File: src/rtl/bp_resolve_queue.sv
// bp_resolve_queue: in-order FIFO of in-flight branch predictions; drives PHT training and mispredict redirect
module bp_resolve_queue #(
   parameter int DEPTH = 4,
   parameter int IDX_W = 10,
   parameter int PC_W = 32,
   localparam int CW = $clog2(DEPTH + 1),
   localparam int PW = $clog2(DEPTH)
) (
   input  logic             clk,
   input  logic             rst_n,
   input  logic             push_valid,
   input  logic [IDX_W-1:0] push_index,
   input  logic             push_taken,
   input  logic [PC_W-1:0]  push_pc,
   output logic             push_ready,
   input  logic             res_valid,
   input  logic             res_taken,
   input  logic [PC_W-1:0]  res_target,
   input  logic             pipe_flush,
   output logic             presuccess,
   output logic             prefail,
   output logic [IDX_W-1:0] fix_index,
   output logic             redirect_valid,
   output logic [PC_W-1:0]  redirect_pc,
   output logic [CW-1:0]    count,
   output logic             err_underflow
);
   logic [IDX_W-1:0] idx_q [DEPTH];
   logic [PC_W-1:0]  pc_q [DEPTH];
   logic [DEPTH-1:0] tkn_q;
   logic [PW-1:0]    rd_ptr_q, rd_ptr_d, wr_ptr_q, wr_ptr_d;
   logic [CW-1:0]    count_q, count_d;
   logic             ps_q, ps_d, pf_q, pf_d, rdv_q, rdv_d, err_q, err_d;
   logic [IDX_W-1:0] fix_q, fix_d;
   logic [PC_W-1:0]  rpc_q, rpc_d;
   logic             empty, res_go, mis, kill, push_go, pop;

   // a mispredict kills everything younger than the head, including a same-cycle push
   always_comb begin
      empty      = count_q == '0;
      push_ready = count_q != CW'(DEPTH);
      res_go     = res_valid & ~empty & ~pipe_flush;
      mis        = res_go & (res_taken != tkn_q[rd_ptr_q]);
      kill       = pipe_flush | mis;
      push_go    = push_valid & push_ready & ~kill;
      pop        = res_go & ~mis;
      count_d    = kill ? '0 : count_q + CW'(push_go) - CW'(pop);
      rd_ptr_d   = kill ? wr_ptr_q : rd_ptr_q + PW'(pop);
      wr_ptr_d   = wr_ptr_q + PW'(push_go);
      ps_d       = res_go & res_taken;
      pf_d       = res_go & ~res_taken;
      fix_d      = res_go ? idx_q[rd_ptr_q] : '0;
      rdv_d      = mis;
      rpc_d      = ~mis ? '0 : res_taken ? res_target : pc_q[rd_ptr_q] + PC_W'(4);
      err_d      = res_valid & empty & ~pipe_flush;
   end

   always_ff @(posedge clk) begin
      if (push_go) begin
         idx_q[wr_ptr_q] <= push_index;
         pc_q[wr_ptr_q]  <= push_pc;
         tkn_q[wr_ptr_q] <= push_taken;
      end
   end

   always_ff @(posedge clk or negedge rst_n) begin
      if (!rst_n) begin
         rd_ptr_q <= '0;
         wr_ptr_q <= '0;
         count_q  <= '0;
         ps_q     <= 1'b0;
         pf_q     <= 1'b0;
         fix_q    <= '0;
         rdv_q    <= 1'b0;
         rpc_q    <= '0;
         err_q    <= 1'b0;
      end else begin
         rd_ptr_q <= rd_ptr_d;
         wr_ptr_q <= wr_ptr_d;
         count_q  <= count_d;
         ps_q     <= ps_d;
         pf_q     <= pf_d;
         fix_q    <= fix_d;
         rdv_q    <= rdv_d;
         rpc_q    <= rpc_d;
         err_q    <= err_d;
      end
   end

   assign presuccess     = ps_q;
   assign prefail        = pf_q;
   assign fix_index      = fix_q;
   assign redirect_valid = rdv_q;
   assign redirect_pc    = rpc_q;
   assign count          = count_q;
   assign err_underflow  = err_q;
endmodule

File: config.mk
export PLATFORM = sky130hd
export DESIGN_NAME = bp_resolve_queue
export DESIGN_NICKNAME = d
export VERILOG_FILES = /design/src/rtl/bp_resolve_queue.sv
export SDC_FILE = /design/constraint.sdc
export NUM_CORES = 1
export LEC_CHECK = 0
export ABC_AREA = 1
export BUFFER_PORTS_ARGS = -buffer_cell sky130_fd_sc_hd__buf_2
export CAP_MARGIN = 25
export CORE_MARGIN = 5
export CORE_UTILIZATION = 55
export CTS_CLUSTER_DIAMETER = 40
export DETAILED_ROUTE_END_ITERATION = 8
export PLACE_DENSITY = 0.76
export SKIP_LAST_GASP = 1
export SLEW_MARGIN = 25
export SYNTH_ARGS = -nofsm -noshare
export SYNTH_HDL_FRONTEND = slang
export SYNTH_SLANG_ARGS = --single-unit
export TNS_END_PERCENT = 30
File: constraint.sdc
create_clock -name clk -period 11.9 [get_ports clk]
set_clock_uncertainty 0.05 [all_clocks]
set_input_delay 0 -clock clk [delete_from_list [all_inputs] [get_ports clk]]
set_output_delay 0 -clock clk [all_outputs]
set_load 0.005 [all_outputs]
==> results_dict.tcl, run 1 <==
set metrics [dict create \
    finalInstanceArea_um2 12730 \
    maxCapViolCount 0 \
    grt_use_met2_pct 38.04 \
    clock-sinks 225 \
    tns_ns 0 \
    dp.cells 1386 \
    met3_usage_pct 4.679 \
    powerDensity_nw_per_um2 215.8 \
    drc_errors 0 \
    final_util_pct 70.17 \
    wl_mm 24.29 \
    grt-busiest-layer "met2" \
    cts-root-buf "clkbuf_16" \
    layout_common_cells "381 x nand2_1, 172 x edfxtp_1, 144 x nor2_1" \
    grt_pass1_wl_mm 39.72 \
    hold_class "in -> async" \
    hold_viol_final 0 \
    cp.required_ns 12.02 \
    drtAntennaViolNets 0 \
    clk_latency_ns 0.53 \
    antenna_found_initial 0 \
    netlist_area_um2 10220 \
    endpoint_kind "flip-flop" \
    grt_max_degree 100 \
    hpwl_mm 14.49 \
    synthToLayoutAreaGrowth_pct 24.55 \
    setup_ws_ns 7.625 \
    critPathKind "reg -> reg" \
    seq_area_frac_synth_pct 63.49 \
    tightest_slew_ns 0.7832 \
    pre_cts_slack_ns 6.655 \
    yosys_warnings 0 \
    ir_drop_uv 171.6 \
    drive_above_1_share_pct 16.32 \
    via_per_inst 5.176 \
    slew_violations 0 \
    nFillCells 1314 \
    cts_inserted_buffers 27 \
    start_util_pct 56.34 \
    rr_worst_depth 12 \
    fin_nets 1355 \
    antenna_cells 0 \
    drt_pass1_iterations 6 \
    core_um2 18150 \
    fin_crit_sh_pct 35.92 \
    dieArea_um2 21420 \
    cts_setup_buffers 0 \
    max_freq_mhz 233.9 \
    wl_per_cell_um 16.02 \
    cp-start-kind "flip-flop" \
    io_buffer_count 130 \
    p_leak_nw 5.791 \
    syn_avg_cell_area_um2 9.618 \
    first_global_vias 7877 \
    total_power_mw 2.748 \
    rsz0062_at_grt "no" \
    crit_fanout 99 \
    cts_tree "done" \
    cts.repair.resized 0 \
    grt.total_usage_pct 22.83 \
    ys_seq_elements 225 \
    place_area_um2 10970 \
    use_met1_pct 30.76 \
    vias 7847 \
    crit_arrival_ns 4.39 \
    fp-row-count 49 \
    hold_slack_ns 0.08810 \
    gr-total-overflow 0 \
    relSlewSlack_pct 47.78 \
    fin_cells 1516 \
    status "complete, no violations" \
    pin_count 131 \
    cts_max_path_buffers 3 \
    setup-violations-final 0 \
    yosysUniqueCellTypes 33 \
    syn-instance-count 1063 \
    min_period_ns 4.275 \
    clk_pin_slew_worst_paths_ns 0.06 \
    final_common_cell "nand2_1" \
    synth_nets 1150 \
    die_h_um 146.3 \
    gp_congestion 0.8962 \
    drt_iter0_markers 607 \
    die_x_um 146.3 \
    htreeDepth 1 \
]
[metal layers]
metal | part of all wire [%] | up-vias
met3 | 8.9 | 40
met5 | 0 | -
met1 | 42 | 3583
met4 | 2.1 | 0
li1 | - | 3892
met2 | 47 | 332
[cell families after synthesis]
family | synth area share [%]
AO/OA/AOI/OAI | 3.953
XOR/XNOR | 1.285
adder cells (fa/ha/maj) | 0.8077
buffers and inverters | 5.189
flip-flops | 63.49
AND/OR/NAND/NOR | 25.27
[state kept, by name, indices dropped and copies added, names as in the netlist]
signal / cells
rd_ptr_q: 2
fix_index: 10
prefail: 1
idx_q: 40
wr_ptr_q: 2
err_underflow: 1
count: 3
pc_q: 128
redirect_pc: 32
redirect_valid: 1
tkn_q: 4
presuccess: 1
[area by class of cell]
class	count	area [um2]	share of cell area (%)
clock buffer	31	700.7	5.503
clock inverter	17	227.7	1.788
inverter	65	251.5	1.975
multi-input combinational	728	3231	25.37
sequential	225	6494	51.00
tap	229	286.5	2.250
timing repair buffer	221	1543	12.12
[cell usage after synthesis (all sizes together)]
cell	n	share of area, %
a32oi	1	0.086
clkbuf	17	0.62
o21ai	41	2.0
fa	1	0.20
edfxtp	172	51
nand4	2	0.12
a211oi	3	0.37
nor3	6	0.29
o21a	1	0.073
xnor2	2	0.17
ha	5	0.61
dfrtp	53	13
inv	65	2.5
nor2	155	6.2
nand2	383	14
a32o	2	0.20
nand3	88	4.5
o211ai	2	0.15
a21oi	22	1.1
or2	1	0.061
xor2	13	1.1
buf	28	2.1
[power breakdown]
group	switching [mW]	internal, mW	leakage [nW]
Sequential	0.0302	0.947	2.28
Combinational	0.655	0.274	3.06
Clock	0.312	0.530	0.442
Total	0.997	1.75	5.79
[critical path: stages (launching register included)]
cell	delay, ns
dfrtp_2	0.35
buf_6	0.53
inv_8	0.33
nand2_1	0.14
nand3_1	0.08
nand2_1	0.11
xor2_1	0.09
nand2_2	0.48
nand2_1	0.28
inv_1	0.18
nand3_2	0.20
nor3_4	0.57
buf_4	0.52
[path summary, 6_finish.rpt]
path | from | to | slack, ns
min in group clk | push_index[5] | idx_q[3][5] | 0.18
min | rst_n | fix_index[6] | 0.09
max in group asynchronous | rst_n | rd_ptr_q[1] | 11.20
max reg2reg | rd_ptr_q[0] | pc_q[3][17] | 7.63
max | rd_ptr_q[0] | pc_q[3][17] | 7.63
min reg2reg | idx_q[3][5] | fix_index[5] | 0.52
[timing repair]
item / 4_1_cts / 5_1_grt
setup endpoints to repair: 0 / 0
hold buffers: 82 / 0
hold endpoints to repair: 265 / 0
No activity file was read; power rests on OpenSTA's default activity.
==> run 2: changes to the inputs <==
--- a/config.mk
+++ b/config.mk
@@ -5,14 +5,14 @@
 export SDC_FILE = /design/constraint.sdc
 export NUM_CORES = 1
 export LEC_CHECK = 0
-export ABC_AREA = 1
+export ABC_AREA = 0
 export BUFFER_PORTS_ARGS = -buffer_cell sky130_fd_sc_hd__buf_2
 export CAP_MARGIN = 25
 export CORE_MARGIN = 5
-export CORE_UTILIZATION = 55
+export CORE_UTILIZATION = 51
 export CTS_CLUSTER_DIAMETER = 40
 export DETAILED_ROUTE_END_ITERATION = 8
-export PLACE_DENSITY = 0.76
+export PLACE_DENSITY = 0.75
 export SKIP_LAST_GASP = 1
 export SLEW_MARGIN = 25
 export SYNTH_ARGS = -nofsm -noshare
==> constraint.sdc (replaced) <==
create_clock -name clk -period 3.9 [get_ports clk]
set_clock_uncertainty 0.05 [all_clocks]
set_input_delay 0 -clock clk [delete_from_list [all_inputs] [get_ports clk]]
set_output_delay 0 -clock clk [all_outputs]
set_load 0.005 [all_outputs]
==> run 2 against run 1 <==
  * Sequential cell count stayed put
  * Wire length shrank 16%
  * Final area is 8.0% lower
  * Die area down 5.7%
  * Area after synthesis fell by 13%
  * Via count fell by 32%
  * Critical endpoint is now count[2]
  * Largest cell class unchanged
  * Largest power group unchanged
==> results_dict.tcl, run 2 <==
set metrics [dict create \
    status "complete, no violations" \
    min_period_ns 3.340 \
    netlist_area_um2 8905 \
    dp.cells 839 \
    grt.total_usage_pct 20.42 \
    cts_max_path_buffers 3 \
    syn-instance-count 489 \
    synthToLayoutAreaGrowth_pct 31.50 \
    fin_crit_sh_pct 85.63 \
    largest_reg_flops 128 \
    synth_top_cell_area_share_pct 58.00 \
    finalInstanceArea_um2 11710 \
    htreeDepth 1 \
    layout_common_cells "172 x edfxtp_1, 130 x buf_2, 85 x dlygate4sd3_1" \
    synth.most_common_cell "edfxtp_1" \
    drive_above_1_share_pct 32.89 \
    synth-edff-count 172 \
    hpwl_mm 12.29 \
    nFillCells 1096 \
    synth_nets 576 \
    critPathKind "reg -> reg" \
    yosysTopAreaCell "edfxtp_1" \
    setup-violations-final 0 \
    gr-total-overflow 0 \
    hold_class "in -> async" \
    wl_mm 20.34 \
    pin_count 131 \
    hold_slack_ns 0.1047 \
    endpoint_kind "flip-flop" \
    final_util_pct 67.94 \
    core_um2 17240 \
    first_global_vias 5811 \
    p_leak_nw 4.552 \
    ir_drop_uv 437.0 \
    drt_pass1_iterations 6 \
    slew_violations 0 \
    cts_setup_buffers 0 \
    via_per_inst 5.499 \
    dieArea_um2 20200 \
    maxCapViolCount 0 \
    cts_inserted_buffers 28 \
    total_power_mw 7.457 \
    tightest_slew_ns 0.8481 \
    clk_latency_ns 0.52 \
    clk_pin_slew_worst_paths_ns 0.06 \
    drc_errors 0 \
    syn_avg_cell_area_um2 18.21 \
    tns_ns 0 \
    cts_tree "done" \
    yosys_warnings 0 \
    cts-root-buf "clkbuf_16" \
    ys_seq_elements 225 \
    rr_worst_depth 14 \
    synthTopCellsByArea "edfxtp_1 58%, dfrtp_1 15%, mux4_2 9.9%, xor2_1 1.8%, xnor2_1 1.4%" \
    max_freq_mhz 299.4 \
    gp_congestion 0.7870 \
    yosys_most_used_dff "edfxtp_1" \
    grt_max_degree 54 \
    fin_cells 977 \
    cp-start-kind "flip-flop" \
    seq_area_frac_synth_pct 72.90 \
    drtAntennaViolNets 0 \
    powerDensity_nw_per_um2 636.8 \
    cp.required_ns 4.28 \
    async_flop_share_pct 23.56 \
    die_h_um 142.1 \
    fin_nets 816 \
    antenna_found_initial 1 \
    yosys-top-cells-count "172 x edfxtp_1, 53 x dfrtp_1, 39 x mux4_2, 23 x a21oi_1" \
    fp-row-count 48 \
    vias 5373 \
    rsz0062_at_grt "no" \
    start_util_pct 51.66 \
    yosysUniqueCellTypes 43 \
    crit_fanout 14 \
    largest_register "pc_q" \
    pre_cts_slack_ns 0.5686 \
    drt_iter0_markers 417 \
    setup_ws_ns 0.5603 \
    place_area_um2 9892 \
    final_common_cell "edfxtp_1" \
    hold_viol_final 0 \
    grt_pass1_wl_mm 31.79 \
    crit_arrival_ns 3.72 \
    clock-sinks 225 \
    relSlewSlack_pct 43.46 \
    wl_per_cell_um 20.82 \
    die_x_um 142.1 \
    io_buffer_count 130 \
]
==> run 2: changes by cell type in the layout (fill, tap and decap cells not counted), moves of 18 or more <==
cell / previous run / this run
o21ai_0: 38 / 20
nand3_1: 84 / 9
inv_1: 61 / 8
mux4_2: 0 / 39
nor2_1: 144 / 20
nand2_1: 381 / 17
==> run 2: critical path, cell delays in order, from the launching register on <==
cell      delay (ns)
dfrtp_1         0.45
o311ai_2        0.28
buf_4           0.26
nand2b_1        0.15
inv_1           0.05
nor2_1          0.22
nand3_1         0.34
ha_1            0.39
inv_1           0.06
ha_1            0.13
inv_1           0.05
fa_1            0.37
xor2_1          0.17
xnor2_1         0.14
nor3_1          0.15
==> run 2: logic make-up after synthesis <==
kind of cell | synth area share, %
AOI/OAI and AO/OA | 3.372
xor gates and xnor gates | 3.147
adders and majority gates | 0.9274
buffers and inverters | 1.981
DFF | 72.90
muxes | 11.28
and+or+nand+nor | 6.393
==> run 2: area by class of cell <==
type	count	area (um2)	area share, %
clock inverter	19	203.9	1.742
tap	225	281.5	2.404
inverter	9	33.78	0.2885
timing repair buffer	232	1654	14.13
multi-input combinational	233	2280	19.47
antenna	1	2.502	0.02137
clock buffer	33	760.7	6.496
sequential	225	6494	55.45
==> run 2: final timing paths <==
path                            start               to  slack [ns]
max                          count[1]         count[2]        0.56
max in group asynchronous       rst_n  redirect_pc[28]        3.18
min reg2reg                  count[2]    err_underflow        0.56
min                             rst_n     fix_index[7]        0.10
max reg2reg                  count[1]         count[2]        0.56
min in group clk           push_valid      wr_ptr_q[0]        0.12
==> run 2: what timing repair did <==
item                                   4_1_cts  5_1_grt
setup endpoints to repair                    0        0
endpoints found under the hold margin      275        0
resized for setup                            0        0
hold buffers                                85        0
==> run 2: power by group <==
part / switching, mW / internal (mW)
logic: 1.02 / 0.866
clock network: 0.976 / 1.61
registers: 0.106 / 2.87
total: 2.11 / 5.35
==> run 2: metal layers <==
| layer | GRT usage [%] | share of wire [%] |
|---|---|---|
| met2 | 35.60 | 51 |
| met3 | 3.394 | 6.9 |
| met5 | 0 | 0 |
| met1 | 27.08 | 40 |
| met4 | 5.051 | 2.0 |
